File: src/rtl/value_change_publisher.sv
// Samples a value every clock and publishes each change as a {prev, new} event
// through a small show-ahead FIFO with sticky overflow and a saturating drop counter.
module value_change_publisher #(
    parameter int WIDTH = 4,
    parameter int DEPTH = 2,
    parameter int CNT_W = 8
) (
    input  logic                     clk,
    input  logic                     rst_n,
    input  logic [WIDTH-1:0]         value,
    input  logic                     ev_ready,
    input  logic                     clr_ovf,
    output logic                     ev_valid,
    output logic [WIDTH-1:0]         ev_new,
    output logic [WIDTH-1:0]         ev_prev,
    output logic                     ev_first,
    output logic [$clog2(DEPTH):0]   level,
    output logic                     ovf,
    output logic [CNT_W-1:0]         drop_cnt
);

    localparam int AW = $clog2(DEPTH);
    localparam logic [AW:0] FULL_LEVEL = (AW+1)'(DEPTH);

    logic [WIDTH-1:0] memNew_q   [DEPTH];
    logic [WIDTH-1:0] memPrev_q  [DEPTH];
    logic             memFirst_q [DEPTH];

    logic [AW:0]      wrPtr_q, wrPtr_d;
    logic [AW:0]      rdPtr_q, rdPtr_d;
    logic [WIDTH-1:0] lastSeen_q;
    logic             primed_q;
    logic             ovf_q, ovf_d;
    logic [CNT_W-1:0] dropCnt_q, dropCnt_d;

    logic [AW:0]      levelNow;
    logic             full;
    logic             change;
    logic             pop;
    logic             push;
    logic             drop;

    // The 4-state compare lets X/Z on the input register as a change in simulation;
    // hardware sees an ordinary inequality.
    always_comb begin
        levelNow = wrPtr_q - rdPtr_q;
        full     = (levelNow == FULL_LEVEL);
        change   = !primed_q || (value !== lastSeen_q);
        pop      = (levelNow != '0) && ev_ready;
        push     = change && (!full || pop);
        drop     = change && full && !pop;

        wrPtr_d  = push ? wrPtr_q + 1'b1 : wrPtr_q;
        rdPtr_d  = pop  ? rdPtr_q + 1'b1 : rdPtr_q;

        ovf_d     = ovf_q;
        dropCnt_d = dropCnt_q;
        if (clr_ovf) begin
            ovf_d     = 1'b0;
            dropCnt_d = drop ? CNT_W'(1) : '0;
        end else if (drop) begin
            ovf_d = 1'b1;
            if (dropCnt_q != '1) begin
                dropCnt_d = dropCnt_q + 1'b1;
            end
        end
    end

    always_ff @(posedge clk) begin
        if (!rst_n) begin
            wrPtr_q    <= '0;
            rdPtr_q    <= '0;
            lastSeen_q <= '0;
            primed_q   <= 1'b0;
            ovf_q      <= 1'b0;
            dropCnt_q  <= '0;
            for (int i = 0; i < DEPTH; i++) begin
                memNew_q[i]   <= '0;
                memPrev_q[i]  <= '0;
                memFirst_q[i] <= 1'b0;
            end
        end else begin
            wrPtr_q    <= wrPtr_d;
            rdPtr_q    <= rdPtr_d;
            lastSeen_q <= value;
            primed_q   <= 1'b1;
            ovf_q      <= ovf_d;
            dropCnt_q  <= dropCnt_d;
            if (push) begin
                memNew_q[wrPtr_q[AW-1:0]]   <= value;
                memPrev_q[wrPtr_q[AW-1:0]]  <= lastSeen_q;
                memFirst_q[wrPtr_q[AW-1:0]] <= !primed_q;
            end
        end
    end

    assign ev_valid = (levelNow != '0);
    assign ev_new   = memNew_q[rdPtr_q[AW-1:0]];
    assign ev_prev  = memPrev_q[rdPtr_q[AW-1:0]];
    assign ev_first = memFirst_q[rdPtr_q[AW-1:0]];
    assign level    = levelNow;
    assign ovf      = ovf_q;
    assign drop_cnt = dropCnt_q;

endmodule

File: config.mk
export PLATFORM = sky130hd
export DESIGN_NAME = value_change_publisher
export DESIGN_NICKNAME = d
export VERILOG_FILES = /design/src/rtl/value_change_publisher.sv
export SDC_FILE = /design/constraint.sdc
export NUM_CORES = 1
export LEC_CHECK = 0
export ABC_AREA = 1
export BUFFER_PORTS_ARGS = -buffer_cell sky130_fd_sc_hd__buf_2
export CAP_MARGIN = 20
export CORE_MARGIN = 1
export CORE_UTILIZATION = 40
export DETAILED_ROUTE_END_ITERATION = 10
export PLACE_DENSITY_LB_ADDON = 0.05
export SYNTH_ARGS = -nofsm -noshare
export SYNTH_HDL_FRONTEND = slang
export SYNTH_SLANG_ARGS = --single-unit
File: constraint.sdc
create_clock -name clk -period 4.5 [get_ports clk]
set_input_delay 0.675 -clock clk [delete_from_list [all_inputs] [get_ports clk]]
set_output_delay 0.675 -clock clk [all_outputs]
set_load 0.02 [all_outputs]
==> results of run 1 <==
final cells by class:
type,count,area (sq um),area share (%)
clock inverters,3,65.06,3.148
repair buffers,28,140.1,6.780
inverters,35,133.9,6.477
multi-input cells,121,695.7,33.66
flip-flops and latches,37,900.9,43.58
well taps,50,62.56,3.027
clock buffers,5,68.82,3.329
worst max-delay path by stage:
stage,end,slack [ns],start
floorplan,memNew_q[0][0],2.38,wrPtr_q[0]
global placement,memPrev_q[0][1],2.34,wrPtr_q[0]
detailed placement,memPrev_q[0][3],2.22,wrPtr_q[0]
CTS,memPrev_q[0][1],2.20,wrPtr_q[0]
global route,memNew_q[0][3],2.07,wrPtr_q[0]
finish,memPrev_q[0][3],2.23,wrPtr_q[0]
Yosys cell counts, types with 3 or more instances:
cell type  number
edfxtp_1       16
mux2_2          9
nor2_1         35
nand4_1         6
nand2_1        33
inv_1          32
a21oi_1         6
xnor2_1         3
nand3_1         6
o21ai_0         4
nand3_2         4
dfxtp_1        21
worst max-delay path, stage by stage (launching register included):
cell and delay, ns:
dfxtp_1 0.47, inv_1 0.18, ha_1 0.33, inv_1 0.07
nor3_4 0.31, inv_2 0.08, nand2_4 0.09, inv_4 0.06
nand3_4 0.12, nand2_1 0.25
kinds of logic (layout without fill, tap and decap cells):
group,count (synthesis),in the layout,share of synthesized area (%)
fa+ha+maj,2,2,1.439
mux,9,9,5.827
compound gates,15,15,4.820
simple gates,91,91,25.90
xor+xnor,4,4,2.015
buf+inv,37,71,8.202
flops,37,37,51.80
stage by stage:
step	instances	instance area, sq um	utilization (%)	setup slack (ns)
after detailed placement	271	1933	47.31	2.223
final	279	2067	50.58	2.226
after CTS	279	2067	50.58	2.200
after global placement	271	1933	47.31	2.341
after floorplan	195	1739	-	2.381
after global routing	279	2067	50.58	2.065
per-layer routing:
metal / track usage (%) / wire length, um / vias up
li1: - / - / 687
met1: 21.41 / 1681 / 578
met2: 25.74 / 1440 / 31
met3: 4.333 / 158 / 8
met4: 10.16 / 76 / 0
met5: 0 / 0 / -
registers in the layout, indices dropped and copies added, names as in the netlist, named ones only:
| signal | cells |
|---|---|
| drop_cnt | 8 |
| lastSeen_q | 4 |
| primed_q | 1 |
| memNew_q | 8 |
| ovf | 1 |
| rdPtr_q | 2 |
| wrPtr_q | 2 |
| memPrev_q | 8 |
| memFirst_q | 2 |
power groups by stage:
| stage | Clock, mW | Combinational, mW | Sequential (mW) |
|---|---|---|---|
| 3_5_place_dp | 0 | 0.199 | 0.420 |
| 4_1_cts | 0.346 | 0.201 | 0.413 |
| 2_1_floorplan | 0 | 0.151 | 0.411 |
| 6_report | 0.339 | 0.198 | 0.412 |
| 3_3_place_gp | 0 | 0.198 | 0.419 |
| 5_1_grt | 0.360 | 0.219 | 0.417 |
==> out/metrics.cfg, run 1 <==
[drt]
first_pass_iters=4
vias=1304
postRouteAntennaNets=0
vias_per_cell=4.674
drcViolationCount=0
drt_iter0_markers=37
avgRoutedWirePerCell_um=12.03
wl_mm=3.355

[floorplanning]
coreArea_sq_um=4086
initial_utilization_pct=42.56
dieArea_sq_um=4616
pin_count=29
die_h_um=67.94
die_x_um=67.94
num_rows=23

[grt]
grtUsageTotal_pct=16.93
grt-ovfl-total=0
antenna_found_initial=0
grt_start_max_net_pins=17
grt_pass1_vias=1248
grt_pass1_wl_mm=5.506

[critical_path]
worstPathArrival_ns=2.25
endpoint_kind=flip-flop
worstSetupPathType=flip-flop to flip-flop
reg2reg_setup_slack_ns=2.23
cp.required_ns=4.48
r2r-start=wrPtr_q[0]
r2r-end=memPrev_q[0][3]
r2r_cells=9
cp-start-kind=flip-flop
cp_max_fo=10

[final_layout]
diodes=0
syn_to_final_growth_pct=18.85
fill_cells=392
fin_nets=238
drive_above_1_share_pct=25.76
layout_common_cells=35 x nor2_1, 33 x nand2_1, 32 x inv_1
layout_commonest_cell=nor2_1

[outcome]
status=finished, final reports clean

[power]
power_frac_seq_pct=43.4
p_sw_mw=0.2700
p_leak_nw=0.9884
p_per_area_nw_per_um2=459.6
ir_worst_vdd_mv=0.3381
combinationalPowerShare_pct=20.9
p_int_mw=0.6800
netSwitchingFraction_pct=28.42
clockPowerShare_pct=35.7
fin_total_pwr_mw=0.9501

[placement]
port_buffers=28
routabilityCongestion=0.8309
dpl.hpwl_mm=2.465

[flow_run]
drv_cap=0

[clocking]
clkSinkCount=37
cts_tree=done
ctsHtreeMaxLevel=2
cts_hold_buffers=0
ctsResizeCount=0
cts_root_buf=clkbuf_8
clk_pin_slew_ns=0.08
cts_buffers=5
post_cts_buffers=0
clock_path_buffers=2
clkLatencyLatePin_ns=0.29

[synth]
yosysWarnings=0
avgSynthCellArea_sq_um=8.919
synth_nets=205
synth.area.top_cells=edfxtp_1 28%, dfxtp_1 24%, nor2_1 7.6%
synth_cell_type_count=27
synth_cells=195
synth_top_area_cell=edfxtp_1
synth-seq-cells=37
synth_top_area_share_pct=27.63
synth_area_sq_um=1739
dominantRegCellSynth=dfxtp_1
ys_seq_area_share_pct=51.80
async_reset_ff_share_pct=0
synth_edf_count=16

[sta]
fmax_mhz=439.7
max_slew_margin_pct=69.80
hold_viol_final=0
tightest_slew_ns=0.4524
period_share_pct=50.54
min_period_ns=2.274
fin_tns_setup_ns=0
whs_ns=0.4741
setup_violations=0
slew_violations=0
rsz0062_at_grt=no
skew_ns=0.008079

[min_path]
whs_endpoint=ovf
hold_class=flip-flop to flip-flop
whs_path_depth=2
worstHoldStart=ovf

No activity file was read; power rests on OpenSTA's default activity.
==> run 2: changes to the inputs <==
- clock period: 4.5 -> 2.1 ns (I/O delays scaled with it)
==> run 2 against run 1 <==
Compared with the run above: clock skew shrank 0.0034 ns; register-to-register slack worse by 2.0 ns; critical path depth unchanged; hold slack got worse by 0.22 ns; worst setup slack worse by 2.0 ns; sequential power increased by 110%; via count grew 3.1%; first-iteration DRC count grew 46%; flip-flop and latch count unchanged; fmax increased by 23%; global-route usage increased by 0.33 points; sequential share of layout area increased by 0.56 points; critical path type unchanged.
==> out/metrics.cfg, run 2 (same netlist as run 1, synthesis figures left out) <==
[final_layout]
drive_above_1_share_pct=26.72  ; was 25.76%
fin_nets=241  ; was 238
final_core_util_pct=49.94  ; was 50.58%
layout_common_cells=35 x nor2_1, 32 x inv_1, 32 x nand2_1  ; was 35 x nor2_1, 33 x nand2_1, 32 x inv_1
diodes=0  ; unchanged
fill_cells=406  ; was 392
layout_commonest_cell=nor2_1  ; unchanged
syn_to_final_growth_pct=17.34  ; was 18.85%
final_cell_area_sq_um=2041  ; was 2067 sq um
final_cells=282  ; was 279

[drt]
vias=1345  ; was 1304
wl_mm=3.444  ; was 3.355 mm
avgRoutedWirePerCell_um=12.21  ; was 12.03 um
postRouteAntennaNets=0  ; unchanged
drcViolationCount=0  ; unchanged
vias_per_cell=4.770  ; was 4.674
first_pass_iters=5  ; was 4
drt_iter0_markers=54  ; was 37

[clocking]
cts_root_buf=clkbuf_8  ; unchanged
clkLatencyLatePin_ns=0.29  ; about the same
post_cts_buffers=0  ; unchanged
clkSinkCount=37  ; unchanged
ctsHtreeMaxLevel=2  ; unchanged
ctsResizeCount=0  ; unchanged
clock_path_buffers=2  ; unchanged
cts_tree=done  ; unchanged
cts_hold_buffers=0  ; unchanged
cts_buffers=5  ; unchanged
clk_pin_slew_ns=0.07  ; was 0.08 ns

[floorplanning]
die_h_um=67.94  ; unchanged
num_rows=23  ; unchanged
initial_utilization_pct=42.56  ; unchanged
coreArea_sq_um=4086  ; unchanged
dieArea_sq_um=4616  ; unchanged
die_x_um=67.94  ; unchanged
pin_count=29  ; unchanged

[placement]
port_buffers=28  ; unchanged
dp_cells=274  ; was 271
placed_area_sq_um=1958  ; was 1933 sq um
dpl.hpwl_mm=2.587  ; was 2.465 mm
routabilityCongestion=0.8067  ; was 0.8309

[sta]
hold_viol_final=0  ; unchanged
slew_violations=0  ; unchanged
skew_ns=0.004712  ; was 0.008079 ns
fmax_mhz=539.5  ; was 439.7 MHz
whs_ns=0.2547  ; was 0.4741 ns
min_period_ns=1.854  ; was 2.274 ns
tightest_slew_ns=0.4411  ; was 0.4524 ns
period_share_pct=88.27  ; was 50.54%
rsz0062_at_grt=no  ; unchanged
setup_violations=0  ; unchanged
max_slew_margin_pct=70.55  ; was 69.80%
fin_tns_setup_ns=0  ; unchanged

[critical_path]
cpMaxStageDelayCell=dfxtp_1  ; unchanged
path_cells=inv_1 -> ha_1 -> inv_1 -> nor3_4 -> inv_2 -> nand2_4 -> inv_4 -> nand3_4 -> nand2_2  ; was inv_1 -> ha_1 -> inv_1 -> nor3_4 -> inv_2 -> nand2_4 -> inv_4 -> nand3_4 -> nand2_1
endpoint_kind=flip-flop  ; unchanged
cp-start-kind=flip-flop  ; unchanged
worstPathArrival_ns=1.84  ; was 2.25 ns
path_buf_inv=4  ; unchanged
cp.required_ns=2.08  ; was 4.48 ns
worstSetupPathType=flip-flop to flip-flop  ; unchanged
max_stage_delay_ns=0.33  ; was 0.47 ns
cp_max_fo=10  ; unchanged
cp_common_cell=inv_1  ; unchanged
cp_top_family=simple AND/OR/NAND/NOR gates  ; unchanged

[min_path]
hold_class=input pin to flip-flop  ; was flip-flop to flip-flop

[power]
p_per_area_nw_per_um2=879.8  ; was 459.6 nW/um^2
ir_worst_vdd_mv=0.5068  ; was 0.3381 mV
p_leak_nw=0.9806  ; was 0.9884 nW

[outcome]
status=finished, final reports clean  ; unchanged

[flow_run]
drv_cap=0  ; unchanged

[grt]
grtUsageTotal_pct=17.26  ; was 16.93%
grt-ovfl-total=0  ; unchanged
grt_pass1_vias=1224  ; was 1248
grt_pass1_wl_mm=5.589  ; was 5.506 mm
antenna_found_initial=0  ; unchanged
grt_start_max_net_pins=12  ; was 17

run 2: cell count changes in the layout (fill, tap and decap cells not counted):
| cell | before | now |
|---|---|---|
| buf_4 | 0 | 3 |
| bufinv_16 | 2 | 0 |
| clkbuf_1 | 0 | 1 |
| clkinv_2 | 1 | 2 |
| nand2_1 | 33 | 32 |
| nand2_2 | 1 | 2 |
run 2: path summary, 6_finish.rpt:
check	from	to	slack (ns)	depth (start not counted)
hold reg to reg	memFirst_q[1]	memFirst_q[1]	0.48	2
setup / recovery	wrPtr_q[0]	memPrev_q[0][3]	0.25	9
setup reg to reg	wrPtr_q[0]	memPrev_q[0][3]	0.25	9
hold / removal	value[0]	lastSeen_q[0]	0.25	3
run 2: worst register-to-register path: stages, from the launching register on:
cell     delay [ns]
dfxtp_1        0.33
inv_1          0.11
ha_1           0.33
inv_1          0.11
nor3_4         0.06
inv_2          0.06
nand2_4        0.06
inv_4          0.11
nand3_4        0.15
nand2_2        0.23
run 2: metal layers:
layer	track usage, %	up-vias	part of all wire [%]
met4	10.16	0	2.3
met1	21.58	614	50
met5	0	-	0
met3	4.000	8	3.5
met2	26.96	30	44
li1	-	693	-
run 2: final cells by class:
| class | instances | area, sq um | area share [%] |
|---|---|---|---|
| Clock buffer | 6 | 72.57 | 3.556 |
| Clock inverter | 2 | 10.01 | 0.4905 |
| Inverter | 35 | 133.9 | 6.560 |
| Multi-Input combinational cell | 121 | 698.2 | 34.21 |
| Sequential cell | 37 | 900.9 | 44.14 |
| Tap cell | 50 | 62.56 | 3.066 |
| Timing Repair Buffer | 31 | 162.7 | 7.971 |
run 2: through the flow:
| step | total power, mW | setup WS (ns) |
|---|---|---|
| after floorplan | 1.205 | 0.04211 |
| after global placement | 1.331 | 0.3455 |
| after detailed placement | 1.343 | 0.2480 |
| after CTS | 1.817 | 0.2223 |
| after global routing | 1.889 | 0.1090 |
| final | 1.795 | 0.2464 |
run 2: report_power, final:
| part | leakage [nW] | internal [mW] | total, mW | switching (mW) |
|---|---|---|---|---|
| clock | 0.0450 | 0.230 | 0.472 | 0.243 |
| sequential | 0.344 | 0.833 | 0.879 | 0.0468 |
| combinational | 0.592 | 0.162 | 0.444 | 0.281 |
